===== config.mk =====
export PLATFORM = sky130hd
export DESIGN_NAME = spi_slave
export DESIGN_NICKNAME = d
export VERILOG_FILES = /design/src/rtl/spi_slave.sv
export SDC_FILE = /design/constraint.sdc
export NUM_CORES = 1
export LEC_CHECK = 0
export CAP_MARGIN = 20
export CORE_MARGIN = 2
export CORE_UTILIZATION = 50
export CTS_CLUSTER_DIAMETER = 30
export DETAILED_ROUTE_END_ITERATION = 6
export HOLD_SLACK_MARGIN = 0.03
export PLACE_DENSITY = 0.73
export SLEW_MARGIN = 20
export SYNTH_ARGS = -nofsm -noshare
export SYNTH_HDL_FRONTEND = slang
export SYNTH_SLANG_ARGS = --single-unit

===== constraint.sdc =====
create_clock -name clk -period 1.83 [get_ports clk]
set_input_delay 0.366 -clock clk [delete_from_list [all_inputs] [get_ports clk]]
set_output_delay 0.366 -clock clk [all_outputs]
set_load 0.005 [all_outputs]

===== src/rtl/spi_slave.sv =====
// SPI target with oversampled bus inputs, all four SPI modes, MSB/LSB-first,
// a one-word TX holding buffer and an RX holding register with sticky error flags.
`timescale 1ns/1ps
module spi_slave #(
  parameter int WORD_LEN    = 8,
  parameter int SYNC_STAGES = 2
) (
  input  logic                clk,
  input  logic                rst,
  input  logic [1:0]          mode,
  input  logic                lsbfirst,
  input  logic [WORD_LEN-1:0] tx_data,
  input  logic                tx_valid,
  output logic                tx_ready,
  output logic [WORD_LEN-1:0] rx_data,
  output logic                rx_valid,
  input  logic                rx_ack,
  output logic                rx_overrun,
  output logic                tx_underrun,
  input  logic                clr_flags,
  output logic                busy,
  input  logic                sck,
  input  logic                mosi,
  input  logic                ss,
  output logic                miso,
  output logic                miso_oe
);

  localparam int CW = (WORD_LEN > 2) ? $clog2(WORD_LEN) : 1;
  localparam logic [0:0] ST_IDLE  = 1'b0;
  localparam logic [0:0] ST_SHIFT = 1'b1;

  function automatic logic first_bit(input logic [WORD_LEN-1:0] w, input logic lsb);
    return lsb ? w[0] : w[WORD_LEN-1];
  endfunction

  function automatic logic [WORD_LEN-1:0] shift_out(input logic [WORD_LEN-1:0] w,
                                                     input logic lsb);
    return lsb ? {1'b1, w[WORD_LEN-1:1]} : {w[WORD_LEN-2:0], 1'b1};
  endfunction

  function automatic logic [WORD_LEN-1:0] shift_in(input logic [WORD_LEN-1:0] w,
                                                    input logic b, input logic lsb);
    return lsb ? {b, w[WORD_LEN-1:1]} : {w[WORD_LEN-2:0], b};
  endfunction

  logic [SYNC_STAGES-1:0] sck_sync_q, sck_sync_d;
  logic [SYNC_STAGES-1:0] mosi_sync_q, mosi_sync_d;
  logic [SYNC_STAGES-1:0] ss_sync_q, ss_sync_d;
  logic [SYNC_STAGES-1:0] fill_q, fill_d;
  logic                   armed_q, armed_d;
  logic                   sck_prev_q, sck_prev_d;
  logic [0:0]             state_q, state_d;
  logic [1:0]             mode_lat_q, mode_lat_d;
  logic                   lsb_lat_q, lsb_lat_d;
  logic [CW-1:0]          cnt_q, cnt_d;
  logic                   fresh_q, fresh_d;
  logic                   commit_q, commit_d;
  logic                   commit_pop_q, commit_pop_d;
  logic                   rx_done_q, rx_done_d;
  logic                   tx_full_q, tx_full_d;
  logic                   rx_valid_q, rx_valid_d;
  logic [WORD_LEN-1:0]    rx_data_q, rx_data_d;
  logic                   rx_overrun_q, rx_overrun_d;
  logic                   tx_underrun_q, tx_underrun_d;
  logic                   miso_q, miso_d;
  logic                   miso_oe_q, miso_oe_d;
  logic [WORD_LEN-1:0]    sho_q, sho_d;
  logic [WORD_LEN-1:0]    shi_q, shi_d;
  logic [WORD_LEN-1:0]    tx_buf_q, tx_buf_d;

  logic                sck_s, mosi_s, ss_s;
  logic                sck_rise, sck_fall, lead, trail, sample_edge, shift_edge;
  logic [WORD_LEN-1:0] tx_next;

  assign sck_s    = sck_sync_q[SYNC_STAGES-1];
  assign mosi_s   = mosi_sync_q[SYNC_STAGES-1];
  assign ss_s     = ss_sync_q[SYNC_STAGES-1];
  assign sck_rise = sck_s & ~sck_prev_q;
  assign sck_fall = ~sck_s & sck_prev_q;
  assign lead        = mode_lat_q[1] ? sck_fall : sck_rise;
  assign trail       = mode_lat_q[1] ? sck_rise : sck_fall;
  assign sample_edge = mode_lat_q[0] ? trail : lead;
  assign shift_edge  = mode_lat_q[0] ? lead : trail;
  assign tx_next     = tx_full_q ? tx_buf_q : '1;

  always_comb begin
    sck_sync_d    = {sck_sync_q[SYNC_STAGES-2:0], sck};
    mosi_sync_d   = {mosi_sync_q[SYNC_STAGES-2:0], mosi};
    ss_sync_d     = {ss_sync_q[SYNC_STAGES-2:0], ss};
    fill_d        = {fill_q[SYNC_STAGES-2:0], 1'b1};
    // Only a genuinely observed idle ss arms the FSM, so a reset mid-transfer waits for a fresh ss cycle.
    armed_d       = armed_q | (fill_q[SYNC_STAGES-1] & ss_s);
    sck_prev_d    = sck_s;
    state_d       = state_q;
    mode_lat_d    = mode_lat_q;
    lsb_lat_d     = lsb_lat_q;
    cnt_d         = cnt_q;
    fresh_d       = fresh_q;
    commit_d      = commit_q;
    commit_pop_d  = commit_pop_q;
    rx_done_d     = 1'b0;
    tx_full_d     = tx_full_q;
    rx_valid_d    = rx_valid_q;
    rx_data_d     = rx_data_q;
    rx_overrun_d  = rx_overrun_q;
    tx_underrun_d = tx_underrun_q;
    miso_d        = miso_q;
    miso_oe_d     = miso_oe_q;
    sho_d         = sho_q;
    shi_d         = shi_q;
    tx_buf_d      = tx_buf_q;

    if (tx_valid && !tx_full_q) begin
      tx_buf_d  = tx_data;
      tx_full_d = 1'b1;
    end
    if (rx_ack) rx_valid_d = 1'b0;
    if (clr_flags) begin
      rx_overrun_d  = 1'b0;
      tx_underrun_d = 1'b0;
    end
    if (rx_done_q) begin
      rx_data_d  = shi_q;
      rx_valid_d = 1'b1;
      if (rx_valid_q && !rx_ack) rx_overrun_d = 1'b1;
    end

    case (state_q)
      ST_IDLE: begin
        if (armed_q && !ss_s) begin
          state_d    = ST_SHIFT;
          mode_lat_d = mode;
          lsb_lat_d  = lsbfirst;
          cnt_d      = '0;
          commit_d   = 1'b0;
          miso_oe_d  = 1'b1;
          if (tx_full_q) tx_full_d = 1'b0;
          else           tx_underrun_d = 1'b1;
          if (!mode[0]) begin
            miso_d  = first_bit(tx_next, lsbfirst);
            sho_d   = shift_out(tx_next, lsbfirst);
            fresh_d = 1'b0;
          end else begin
            sho_d   = tx_next;
            fresh_d = 1'b1;
          end
        end
      end
      ST_SHIFT: begin
        if (ss_s) begin
          state_d   = ST_IDLE;
          miso_oe_d = 1'b0;
          miso_d    = 1'b1;
          cnt_d     = '0;
          commit_d  = 1'b0;
          fresh_d   = 1'b0;
        end else begin
          if (sample_edge) begin
            shi_d = shift_in(shi_q, mosi_s, lsb_lat_q);
            if (cnt_q == CW'(WORD_LEN - 1)) begin
              cnt_d     = '0;
              rx_done_d = 1'b1;
            end else begin
              cnt_d = cnt_q + CW'(1);
            end
            // CPHA=0 pre-drives the next word's first bit; the buffer is consumed only once the master clocks it.
            if (commit_q) begin
              commit_d = 1'b0;
              if (commit_pop_q) tx_full_d = 1'b0;
              else              tx_underrun_d = 1'b1;
            end
          end
          if (shift_edge) begin
            if (fresh_q) begin
              miso_d  = first_bit(sho_q, lsb_lat_q);
              sho_d   = shift_out(sho_q, lsb_lat_q);
              fresh_d = 1'b0;
            end else if (cnt_q == '0) begin
              miso_d = first_bit(tx_next, lsb_lat_q);
              sho_d  = shift_out(tx_next, lsb_lat_q);
              if (mode_lat_q[0]) begin
                if (tx_full_q) tx_full_d = 1'b0;
                else           tx_underrun_d = 1'b1;
              end else begin
                commit_d     = 1'b1;
                commit_pop_d = tx_full_q;
              end
            end else begin
              miso_d = first_bit(sho_q, lsb_lat_q);
              sho_d  = shift_out(sho_q, lsb_lat_q);
            end
          end
        end
      end
      default: state_d = ST_IDLE;
    endcase
  end

  always_ff @(posedge clk or posedge rst) begin
    if (rst) begin
      sck_sync_q    <= '0;
      mosi_sync_q   <= '0;
      ss_sync_q     <= '1;
      fill_q        <= '0;
      armed_q       <= 1'b0;
      sck_prev_q    <= 1'b0;
      state_q       <= ST_IDLE;
      mode_lat_q    <= 2'b00;
      lsb_lat_q     <= 1'b0;
      cnt_q         <= '0;
      fresh_q       <= 1'b0;
      commit_q      <= 1'b0;
      commit_pop_q  <= 1'b0;
      rx_done_q     <= 1'b0;
      tx_full_q     <= 1'b0;
      rx_valid_q    <= 1'b0;
      rx_data_q     <= '0;
      rx_overrun_q  <= 1'b0;
      tx_underrun_q <= 1'b0;
      miso_q        <= 1'b1;
      miso_oe_q     <= 1'b0;
    end else begin
      sck_sync_q    <= sck_sync_d;
      mosi_sync_q   <= mosi_sync_d;
      ss_sync_q     <= ss_sync_d;
      fill_q        <= fill_d;
      armed_q       <= armed_d;
      sck_prev_q    <= sck_prev_d;
      state_q       <= state_d;
      mode_lat_q    <= mode_lat_d;
      lsb_lat_q     <= lsb_lat_d;
      cnt_q         <= cnt_d;
      fresh_q       <= fresh_d;
      commit_q      <= commit_d;
      commit_pop_q  <= commit_pop_d;
      rx_done_q     <= rx_done_d;
      tx_full_q     <= tx_full_d;
      rx_valid_q    <= rx_valid_d;
      rx_data_q     <= rx_data_d;
      rx_overrun_q  <= rx_overrun_d;
      tx_underrun_q <= tx_underrun_d;
      miso_q        <= miso_d;
      miso_oe_q     <= miso_oe_d;
    end
  end

  // Pure data registers: their contents are only consumed under control of the reset flags above.
  always_ff @(posedge clk) begin
    sho_q    <= sho_d;
    shi_q    <= shi_d;
    tx_buf_q <= tx_buf_d;
  end

  assign tx_ready    = ~tx_full_q;
  assign rx_data     = rx_data_q;
  assign rx_valid    = rx_valid_q;
  assign rx_overrun  = rx_overrun_q;
  assign tx_underrun = tx_underrun_q;
  assign busy        = ~ss_s;
  assign miso        = miso_q;
  assign miso_oe     = miso_oe_q;

endmodule


# ---- Word-level counts from Yosys, hierarchy flattened
# Cells that the tools add are included.
dict set report totals {
  reg_bits 59
  wordCells 145
}
dict set report classes {
  n_addsub 1
  n_eq_ne 8
  muxes 85
  n_bitwise 11
  reduce_logical 16
}
# operator count
set ops {}
lappend ops {{$mux 8} 11}
lappend ops {{$mux 1} 61}
lappend ops {{$pmux 8 s2} 1}
lappend ops {{$pmux 1 s2} 7}
lappend ops {{$mux 3} 4}
lappend ops {{$reduce_and 3->1} 3}
lappend ops {{$ne 2x2->1 const B} 4}
lappend ops {{$reduce_and 2->1} 4}
lappend ops {{$not 1->1} 7}
lappend ops {{$ne 3x2->1 const B} 2}
lappend ops {{$pmux 3 s2} 1}
lappend ops {{$reduce_and 6->1} 1}
lappend ops {{$add 3x1->3 const B} 1}
lappend ops {{$and 1x1->1} 3}
lappend ops {{$eq 3x3->1 const B} 1}
lappend ops {{$logic_and 1x1->1} 3}
lappend ops {{$logic_not 1->1} 3}
lappend ops {{$logic_not 3->1} 1}
lappend ops {{$ne 2x1->1 const B} 1}
lappend ops {{$reduce_bool 2->1} 1}
lappend ops {{$or 1x1->1} 1}

# ---- Logic depth before layout (Yosys ltp)
# Gate-level depths: netlist of run 1.
dict set report depth {
  word_depth 13
  depth_mapped 7
  ltp_nobuf 6
}

# ---- Least setup slack after synthesis of run 1
# No wires, ideal clock.
dict set report synth_path {
  kind {register -> register}
  startpoint {reg mode_lat_q[1]}
  endpoint {reg sho_q[0] (enable)}
  setup_time_ns 0.385
  arrival_ns 1.480
  setup_slack_ns -0.035
  path_stages_with_launch 4
  cell_sequence {dfrtp_1 xor2_1 mux2i_1 a21boi_0}
}
dict set report synth_via {
  elab_chain_len 4
  elab_cells_between_ends 5
}
# element line
set synth_rtl {}
lappend synth_rtl {{start, declared} 54} ;# logic [1:0] mode_lat_q, mode_lat_d;
lappend synth_rtl {{start signal, assigned} 231} ;# mode_lat_q <= mode_lat_d;
lappend synth_rtl {{$mux 1 (on tied branches)} {82, 81}}
lappend synth_rtl {{$mux 1 (*)} 84} ;# assign shift_edge = mode_lat_q[0] ? lead : trail;
lappend synth_rtl {{$ne 2x1->1 (no source line) (*)} n/a}
lappend synth_rtl {{$reduce_and 3->1 (no source line) (*)} n/a}
lappend synth_rtl {{end signal, assigned} 250} ;# sho_q <= sho_d;
lappend synth_rtl {{end, declared} 68} ;# logic [WORD_LEN-1:0] sho_q, sho_d;
# Every way passes the cells marked *; elsewhere a longest branch is shown, timed or not.
# A chain may end at the register's enable or synchronous reset.

# ---- Final worst setup path of run 1
dict set report layout_path {
  startpoint {reg cnt_q[1]}
  endpoint {reg sho_q[2], data pin}
}
dict set report layout_via {
  elab_chain_len 6
}
# element line
set layout_rtl {}
lappend layout_rtl {{start, declared} 56} ;# logic [CW-1:0] cnt_q, cnt_d;
lappend layout_rtl {{start signal, assigned} 233} ;# cnt_q <= cnt_d;
lappend layout_rtl {{$logic_not 3->1} 179} ;# end else if (cnt_q == '0) begin
lappend layout_rtl {{$mux 8} 179}
lappend layout_rtl {{$mux 8} 175} ;# if (fresh_q) begin
lappend layout_rtl {{$mux 8} 174} ;# if (shift_edge) begin
lappend layout_rtl {{$mux 8} 151} ;# if (ss_s) begin
lappend layout_rtl {{$pmux 8 s2} 129} ;# case (state_q)
lappend layout_rtl {{named net sho_d[2]} 68}
# The timed path passes the listed nets, and every way through them passes these cells. The select of a mux whose other input is x is not followed.

==> results of run 1 <==
==> registers in the layout, indices dropped and copies added (netlist names), 2 cells and up <==
| signal | cells |
|---|---|
| rx_data | 8 |
| shi_q | 8 |
| sho_q | 8 |
| tx_buf_q | 8 |
| cnt_q | 3 |
| fill_q | 2 |
| mode_lat_q | 2 |
| mosi_sync_q | 2 |
| sck_sync_q | 2 |
| ss_sync_q | 2 |
==> worst paths after layout <==
check,from,to
worst min-delay path,sck_sync_q[0]$_DFF_PP0_,sck_sync_q[1]$_DFF_PP0_
worst max register to register,cnt_q[1]$_DFFE_PP0P_,sho_q[2]$_DFFE_PP_
worst max-delay path,cnt_q[1]$_DFFE_PP0P_,sho_q[2]$_DFFE_PP_
worst min register to register,sck_sync_q[0]$_DFF_PP0_,sck_sync_q[1]$_DFF_PP0_
min in group asynchronous,rst,fill_q[0]$_DFF_PP0_
max in group asynchronous,rst,miso$_DFFE_PP1P_
==> cell type report <==
class / instances / area share
inverter: 15 / 0.0156
clock inverter: 3 / 0.0122
timing repair buffer: 54 / 0.150
multi-input combinational: 139 / 0.305
clock buffer: 13 / 0.0472
tap: 72 / 0.0250
sequential: 59 / 0.444
==> logic make-up after synthesis <==
family / Yosys count
flip-flops: 59
AND/OR/NAND/NOR: 56
AO/OA/AOI/OAI: 42
multiplexers: 36
buffers and inverters: 27
adder cells (fa/ha/maj): 3
other: 1
XOR/XNOR: 1
==> worst register-to-register path, cell delays in order, from the launching register on <==
cell and delay, ns:
dfrtp_1 0.40, inv_1 0.07, ha_1 0.13, nor3b_4 0.24, buf_12 0.17, mux2_2 0.33
nand2_1 0.06, a32oi_1 0.08
==> stage by stage <==
step | setup TNS [ns] | std cells | utilization
after global routing | -0.245 | 355 | 0.667
after detailed placement | -0.0159 | 335 | 0.611
after CTS | 0 | 351 | 0.651
after global placement | 0 | 335 | 0.611
final | 0 | 355 | 0.667
after floorplan | 0 | 225 | -
==> per-layer routing <==
metal  track usage  vias to the layer above
met4         0.100                        0
met5             0                        -
met1         0.254                      927
met2         0.300                       62
met3        0.0368                        6
li1              -                      922
==> synthesized netlist by cell type, drive strengths merged (2+ instances only) <==
cell type	count
a21oi	9
mux2	22
nor3b	5
dfrtp	32
nand3b	2
mux2i	13
nor3	2
ha	3
buf	4
nand2b	5
a31oi	2
a32oi	6
nor2	13
inv	15
clkbuf	8
a211o	2
edfxtp	24
o21ai	3
a21o	3
nand2	17
a311o	6
nor2b	7
dfstp	3
==> what timing repair did <==
action,4_1_cts,5_1_grt
setup buffers,0,3
cloned,0,1
resized for setup,3,7
endpoints found under the setup margin,10,19
hold buffers,0,0
==> power groups by stage <==
stage | logic [mW] | registers [mW] | clock network [mW]
detailed placement | 0.686 | 1.64 | 0
finish | 0.778 | 1.61 | 1.25
CTS | 0.691 | 1.61 | 1.28
global route | 0.851 | 1.62 | 1.33
floorplan | 0.441 | 1.60 | 0
global placement | 0.677 | 1.63 | 0
==> results_dict.tcl, run 1 <==
set metrics [dict create \
    slew_headroom 0.643 \
    fin_area_sq_mm 0.00360 \
    dp_worst_setup_slack_ns -0.00222 \
    async_reset_ff_frac 0.593 \
    seq_power_share 0.442 \
    grt_pass1_wl_mm 8.82 \
    path_depth 7 \
    finalNetCount 300 \
    synth_xor_area_frac 0.00317 \
    cts_tree "done" \
    multiInputGateArea_sq_mm 0.00110 \
    peakVddDrop_uv 601 \
    setup_ws_ns 0.0535 \
    ff2ff_setup_slack_ns 0.05 \
    grt-ovfl-total 0 \
    critical_path.top_delay_family "flip-flops" \
    hold_path_depth 0 \
    cp_max_fo 10 \
    gp_congestion 0.849 \
    worst_setup_path_start_kind "flip-flop" \
    path_class "reg2reg" \
    r2r_cells 7 \
    endpoint_kind "flip-flop" \
    clock-sinks 59 \
    drv_cap 0 \
    placed_cell_area_sq_mm 0.00330 \
    clkSlewWorstSetupHoldPaths_ns 0.06 \
    fp.dieArea_sq_mm 0.00613 \
    hold-worst-slack_ns 0.350 \
    ys_types 44 \
    internal-power_mw 2.69 \
    rsz0062_at_grt "yes" \
    rows 27 \
    finalPower_mw 3.63 \
    drc 0 \
    wl_per_cell_um 15.3 \
    arrival_ns 1.83 \
    period_needed_ns 1.78 \
    postSynthCellCount 225 \
    slew_violations 0 \
    yosysSeqAreaShare 0.580 \
    synth_compound_area_frac 0.117 \
    synth_area_leaders "dfrtp_1, edfxtp_1, mux2_2" \
    p_leak_nw 1.52 \
    hold_class "reg2reg" \
    antenna_found_initial 0 \
    synth_mux_area_frac 0.145 \
    num_io_pins 34 \
    final_common_cell "clkdlybuf4s50_1" \
    routed_via_density 5.40 \
    synthAdderAreaFrac 0.0136 \
    antenna_cells 0 \
    synth_top_area_share 0.290 \
    synth_top_family_by_area "multiplexers" \
    htreeDepth 3 \
    insertion_delay_ns 0.33 \
    dr_wl_met3_um 303 \
    clockBufferDepth 2 \
    synthFlopType "dfrtp_1" \
    period_share 0.971 \
    worst_path_max_delay_cell "dfrtp_1" \
    grt_max_degree 36 \
    final_hold_viol_count 0 \
    ant_nets 0 \
    dr.pass1.iters 4 \
    p_switching_uw 942 \
    wl_met1_mm 2.34 \
    power_frac_clock 0.343 \
    cp_cell_sequence "inv_1, ha_1, nor3b_4, buf_12, mux2_2, nand2_1, a32oi_1" \
    path_buf_inv 2 \
    layout-drive-gt1-share 0.254 \
    worstMarginPinSlew_ns 0.534 \
    avgSynthCellArea_sq_um 12.3 \
    yosysWarnings 0 \
    drtIter0Drc 124 \
    dp_hpwl_mm 3.78 \
    layout_common_cells "clkdlybuf4s50_1, dfrtp_1, edfxtp_1" \
    portBuffers 33 \
    root_buffer "clkbuf_8" \
    setup_viol 0 \
    status "completed" \
    regArea_sq_mm 0.00160 \
    route.met2.wl_mm 2.70 \
    powerDensity_mw_per_mm2 1010 \
    critPathMaxStageDelay_ns 0.40 \
    core_area_sq_mm 0.00541 \
    die_w_um 78.3 \
    comb_power_share 0.214 \
    crit_required_ns 1.88 \
    groute.usage.overall 0.191 \
    die_y_um 78.3 \
    synthesis.nets 247 \
    yosys.area_share.simple 0.103 \
    grt_pass1_vias 1873 \
    syn-cell-area_sq_mm 0.00276 \
    synth_largest_area_cell "dfrtp_1" \
    synth-edff-count 24 \
    initial_core_util 0.511 \
    switching_share 0.259 \
    fin_skew_ns 0.0128 \
    ys_seq_elements 59 \
    syn_to_final_growth_pct 30.6 \
    fillCellCount 415 \
    highest_layer "met4" \
    wl_mm 5.42 \
    cts_buffers 9 \
    vias 1917 \
    fmax_mhz 563 \
]
(Power assumes the default switching activity.)
==> inputs of run 2 (changes only) <==
Settings changed: PLACE_DENSITY 0.73 to 0.7.
Clock period 1.83 ns to 2.1 ns, I/O delays scaled along.
==> run 2 against run 1 <==
  * Setup slack better by 0.13 ns
  * Flip-flop and latch count is the same
  * Non-clock buffer count fell by 11
  * Total power down 12%
  * Combinational power down 27%
  * Hold slack gained 0.0012 ns
  * Count of clock-buffer cells in the layout increased by 1
  * Critical path depth decreased by 5
  * First-iteration DRC count is 27% lower
  * Core utilization down 2.4 points
  * Clock skew is 0.0030 ns lower
  * Final cell count shrank 3.1%
  * Critical path type is now reg2out
  * Critical endpoint is now busy
  * Largest cell class unchanged
  * Highest routed layer unchanged
==> results_dict.tcl, run 2 (same netlist as run 1, synthesis figures left out) <==
set metrics [dict create \
    status "completed" \
    peakVddDrop_uv 591 \
    slew_violations 0 \
    stdcell_count 344 \
    initial_core_util 0.511 \
    cts_buffers 9 \
    period_needed_ns 1.91 \
    cp_cell_sequence "inv_1, clkdlybuf4s50_1" \
    setup_viol 0 \
    die_y_um 78.3 \
    gp_congestion 0.868 \
    post_cts_buffers 0 \
    regArea_sq_mm 0.00160 \
    dp_hpwl_mm 3.64 \
    grt-ovfl-total 0 \
    crit_required_ns 1.68 \
    wl_mm 5.22 \
    antenna_cells 0 \
    layout_common_cells "clkdlybuf4s50_1, dfrtp_1, edfxtp_1" \
    fp.dieArea_sq_mm 0.00613 \
    syn_to_final_growth_pct 25.9 \
    fin_skew_ns 0.00979 \
    switching_share 0.249 \
    worst_setup_path_start_kind "flip-flop" \
    wl_per_cell_um 15.2 \
    internal-power_mw 2.40 \
    period_share 0.911 \
    htreeDepth 3 \
    power_frac_clock 0.382 \
    p_leak_nw 1.46 \
    portBuffers 33 \
    cp_max_fo 6 \
    vias 1893 \
    drtIter0Drc 91 \
    ff2ff_setup_slack_ns 0.26 \
    multiInputGateArea_sq_mm 0.00106 \
    powerDensity_mw_per_mm2 920 \
    insertion_delay_ns 0.33 \
    dr.pass1.iters 4 \
    rows 27 \
    worst_path_max_delay_cell "dfstp_2" \
    finish.utilization 0.643 \
    clkSlewWorstSetupHoldPaths_ns 0.07 \
    fmax_mhz 523 \
    path_class "reg2out" \
    place_inst 328 \
    layout-drive-gt1-share 0.210 \
    critPathMaxStageDelay_ns 0.58 \
    fin_setup_tns_ns 0 \
    arrival_ns 1.49 \
    clock-sinks 59 \
    finalNetCount 289 \
    drc 0 \
    antenna_found_initial 0 \
    hold_buffers 0 \
    root_buffer "clkbuf_8" \
    worstMarginPinSlew_ns 0.697 \
    grt_pass1_wl_mm 8.92 \
    routed_via_density 5.50 \
    fillCellCount 444 \
    clockBufferDepth 2 \
    slew_headroom 0.534 \
    ctsResizeCount 0 \
    num_io_pins 34 \
    comb_power_share 0.178 \
    die_w_um 78.3 \
    core_area_sq_mm 0.00541 \
    hold_class "reg2reg" \
    final_common_cell "clkdlybuf4s50_1" \
    seq_power_share 0.440 \
    cts_tree "done" \
    rsz0062_at_grt "no" \
    ant_nets 0 \
    grt_max_degree 36 \
    groute.usage.overall 0.193 \
    drv_cap 0 \
    endpoint_kind "output port" \
    grt_pass1_vias 1853 \
    final_hold_viol_count 0 \
    p_switching_uw 795 \
]
[run 2: power groups by stage]
stage                     combinational (mW)  sequential (mW)  clock, mW
after detailed placement               0.567             1.43          0
after global routing                   0.629             1.42       1.31
final                                  0.568             1.41       1.22
after global placement                 0.559             1.42          0
after floorplan                        0.384             1.39          0
after CTS                              0.571             1.41       1.25
[run 2: critical path, delay by kind of cell (launching register included)]
kind | cells | cell delay, ns
flip-flops | 1 | 0.58
buffers and inverters | 2 | 0.58
[run 2: final timing paths]
check / endpoint / start / cells after the start
worst max-delay path: busy / ss_sync_q[1]$_DFF_PP1_ / 2
worst min-delay path: sck_sync_q[1]$_DFF_PP0_ / sck_sync_q[0]$_DFF_PP0_ / 0
worst max register to register: shi_q[0]$_DFFE_PP_ / mode_lat_q[1]$_DFFE_PP0P_ / 3
worst min register to register: sck_sync_q[1]$_DFF_PP0_ / sck_sync_q[0]$_DFF_PP0_ / 0
max in group asynchronous: miso$_DFFE_PP1P_ / rst / 3
min in group asynchronous: mode_lat_q[1]$_DFFE_PP0P_ / rst / 3
[run 2: cell type report]
type,count,share of cell area
flip-flops and latches,59,0.460
multi-input cells,139,0.305
repair buffers,43,0.120
clock buffers,14,0.0619
well taps,72,0.0259
inverters,15,0.0162
clock inverters,2,0.0101
[run 2: through the flow]
step	hold slack, ns	setup WS (ns)	power (mW)	cell area (sq um)
CTS	0.352	0.159	3.23	3480
finish	0.351	0.188	3.20	3480
floorplan	0.331	0.235	1.78	2760
detailed placement	0.336	0.264	1.99	3230
global route	0.369	0.0977	3.36	3480
global placement	0.333	0.322	1.98	3230
[run 2: routing by layer]
layer / GRT usage / wire, um / vias up
met3: 0.0552 / 284 / 6
met2: 0.296 / 2540 / 68
met1: 0.259 / 2330 / 916
met4: 0.0842 / 69 / 0
li1: - / - / 903
met5: 0 / 0 / -
==> inputs of run 3 (changes only) <==
Settings changed: CTS_BUF_LIST set to sky130_fd_sc_hd__clkbuf_4.
Clock period 2.1 ns to 1.8 ns, I/O delays scaled along.
==> run 3 against run 2 <==
  * The flow now finishes with violations (setup timing)
  * Non-clock buffer count is 14 higher
  * Design area is 0.83% higher
  * Clock power is 42% lower
  * Sequential power is 15% higher
  * Core utilization is 0.53 points higher
  * Critical path depth is 5 higher
  * Flip-flop and latch count stayed put
  * Combinational power is 43% higher
  * Final cell count is 4.1% higher
  * Hold slack worse by 0.0061 ns
  * Routed wire length is 3.7% higher
  * Die area stayed put
  * Critical path type is now reg2reg
  * Largest cell class unchanged
==> results_dict.tcl, run 3 (same netlist as run 1, synthesis figures left out) <==
set metrics [dict create \
    path_class "reg2reg" \
    violations "setup timing" \
    final_hold_viol_count 0 \
    root_buffer "clkbuf_4" \
    setup_ws_ns -0.00252 \
    fmax_mhz 555 \
    wl_mm 5.41 \
    ff2ff_setup_slack_ns -0.003 \
    drc 0 \
    num_io_pins 34 \
    hold-worst-slack_ns 0.345 \
    status "complete, but fails checks" \
    gp_congestion 0.867 \
    fin_skew_ns 0.0142 \
    rsz0062_at_grt "yes" \
    initial_core_util 0.511 \
    fp.dieArea_sq_mm 0.00613 \
    finish.utilization 0.648 \
    hold_path_end "sck_sync_q[1]$_DFF_PP0_" \
    vias 1935 \
    grt_max_degree 36 \
    portBuffers 33 \
    groute.usage.overall 0.189 \
    drtIter0Drc 85 \
    dp_hpwl_mm 3.77 \
    layout_common_cells "dfrtp_1, clkdlybuf4s50_1, edfxtp_1" \
    syn_to_final_growth_pct 27.0 \
    ant_nets 0 \
    min_from "sck_sync_q[0]$_DFF_PP0_" \
    clockBufferDepth 2 \
    grt_pass1_vias 1903 \
    peakVddDrop_uv 530 \
    layout-drive-gt1-share 0.252 \
    clock-sinks 59 \
    cp_max_fo 10 \
    routed_via_density 5.41 \
    finalNetCount 303 \
    r2r-start "cnt_q[1]$_DFFE_PP0P_" \
    period_needed_ns 1.80 \
    p_leak_nw 1.49 \
    r2r_cells 7 \
    cts_buffers 9 \
    dp_worst_setup_slack_ns -0.0424 \
    rr_endpoint "sho_q[2]$_DFFE_PP_" \
    endpoint_kind "flip-flop" \
    arrival_ns 1.94 \
    grt_pass1_wl_mm 8.78 \
    htreeDepth 3 \
    insertion_delay_ns 0.40 \
    period_share 1.00 \
    drv_cap 0 \
    setup_viol 1 \
    antenna_cells 0 \
    rows 27 \
    hold_path_depth 0 \
    dr.pass1.iters 4 \
    die_y_um 78.3 \
    antenna_found_initial 0 \
    crit_required_ns 1.94 \
    clkSlewWorstSetupHoldPaths_ns 0.09 \
    worst_setup_path_start_kind "flip-flop" \
    core_area_sq_mm 0.00541 \
    hold_class "reg2reg" \
    slew_violations 0 \
    grt-ovfl-total 0 \
    die_w_um 78.3 \
    hold_buffers 0 \
    powerDensity_mw_per_mm2 897 \
    cts_tree "done" \
    wl_per_cell_um 15.1 \
    final_common_cell "dfrtp_1" \
]
-- run 3: cell count changes in the layout (fill, tap and decap cells not counted), moves of 2 or more --
| cell | previous run | this run |
|---|---|---|
| buf_12 | 1 | 3 |
| buf_4 | 9 | 20 |
| clkbuf_4 | 0 | 10 |
| clkbuf_8 | 12 | 0 |
| clkdlybuf4s50_1 | 33 | 30 |
| clkinv_1 | 0 | 5 |
| dlygate4sd2_1 | 0 | 3 |
-- run 3: routing by layer --
metal  GRT usage  routed length [um]  vias to the layer above
met5           0                   0                        -
met4      0.0737                  77                        0
met3      0.0690                 320                        8
met2       0.308                2710                       58
met1       0.231                2310                      933
li1            -                   -                      936
-- run 3: repair_timing --
item	in CTS	in global routing
endpoints found under the setup margin	12	20
setup buffers	3	2
cloned	0	1
resized for setup	5	6
pin swaps	0	2
-- run 3: worst max path at each step --
stage                               from                  to  slack (ns)
2_1_floorplan       cnt_q[0]$_DFFE_PP0P_  sho_q[5]$_DFFE_PP_        0.05
3_3_place_gp   mode_lat_q[1]$_DFFE_PP0P_  shi_q[5]$_DFFE_PP_       0.004
3_5_place_dp   mode_lat_q[1]$_DFFE_PP0P_  shi_q[3]$_DFFE_PP_       -0.04
4_1_cts             cnt_q[1]$_DFFE_PP0P_  sho_q[2]$_DFFE_PP_        0.02
5_1_grt             cnt_q[1]$_DFFE_PP0P_  sho_q[2]$_DFFE_PP_       -0.05
6_report            cnt_q[1]$_DFFE_PP0P_  sho_q[2]$_DFFE_PP_      -0.003
-- run 3: through the flow --
stage | std cells | TNS, ns | total power [mW] | instance area (sq um)
after detailed placement | 336 | -0.349 | 2.38 | 3310
after floorplan | 225 | 0 | 2.07 | 2760
after CTS | 355 | 0 | 3.12 | 3430
after global routing | 358 | -0.318 | 3.32 | 3500
after global placement | 336 | 0 | 2.36 | 3310
final | 358 | -0.00252 | 3.14 | 3500
-- run 3: layout make-up --
cell class | count | area (sq um)
fillers | 438 | 1900
flip-flops and latches | 59 | 1600
clock inverters | 6 | 23.8
inverters | 15 | 56.3
repair buffers | 57 | 562
well taps | 72 | 90.1
clock buffers | 10 | 75.1
multi-input cells | 139 | 1100
-- run 3: report_power, final --
group | leakage [nW] | switching [mW] | internal [mW]
Combinational | 0.770 | 0.383 | 0.427
Clock | 0.0578 | 0.437 | 0.274
Sequential | 0.658 | 0.0750 | 1.55
-- run 3: critical path, stage by stage (launching register included) --
cell and delay [ns]:
dfrtp_1 0.39, inv_1 0.06, ha_1 0.15, nor3b_4 0.27, buf_12 0.17, mux2_2 0.33, nand2_1 0.08, a32oi_1 0.10
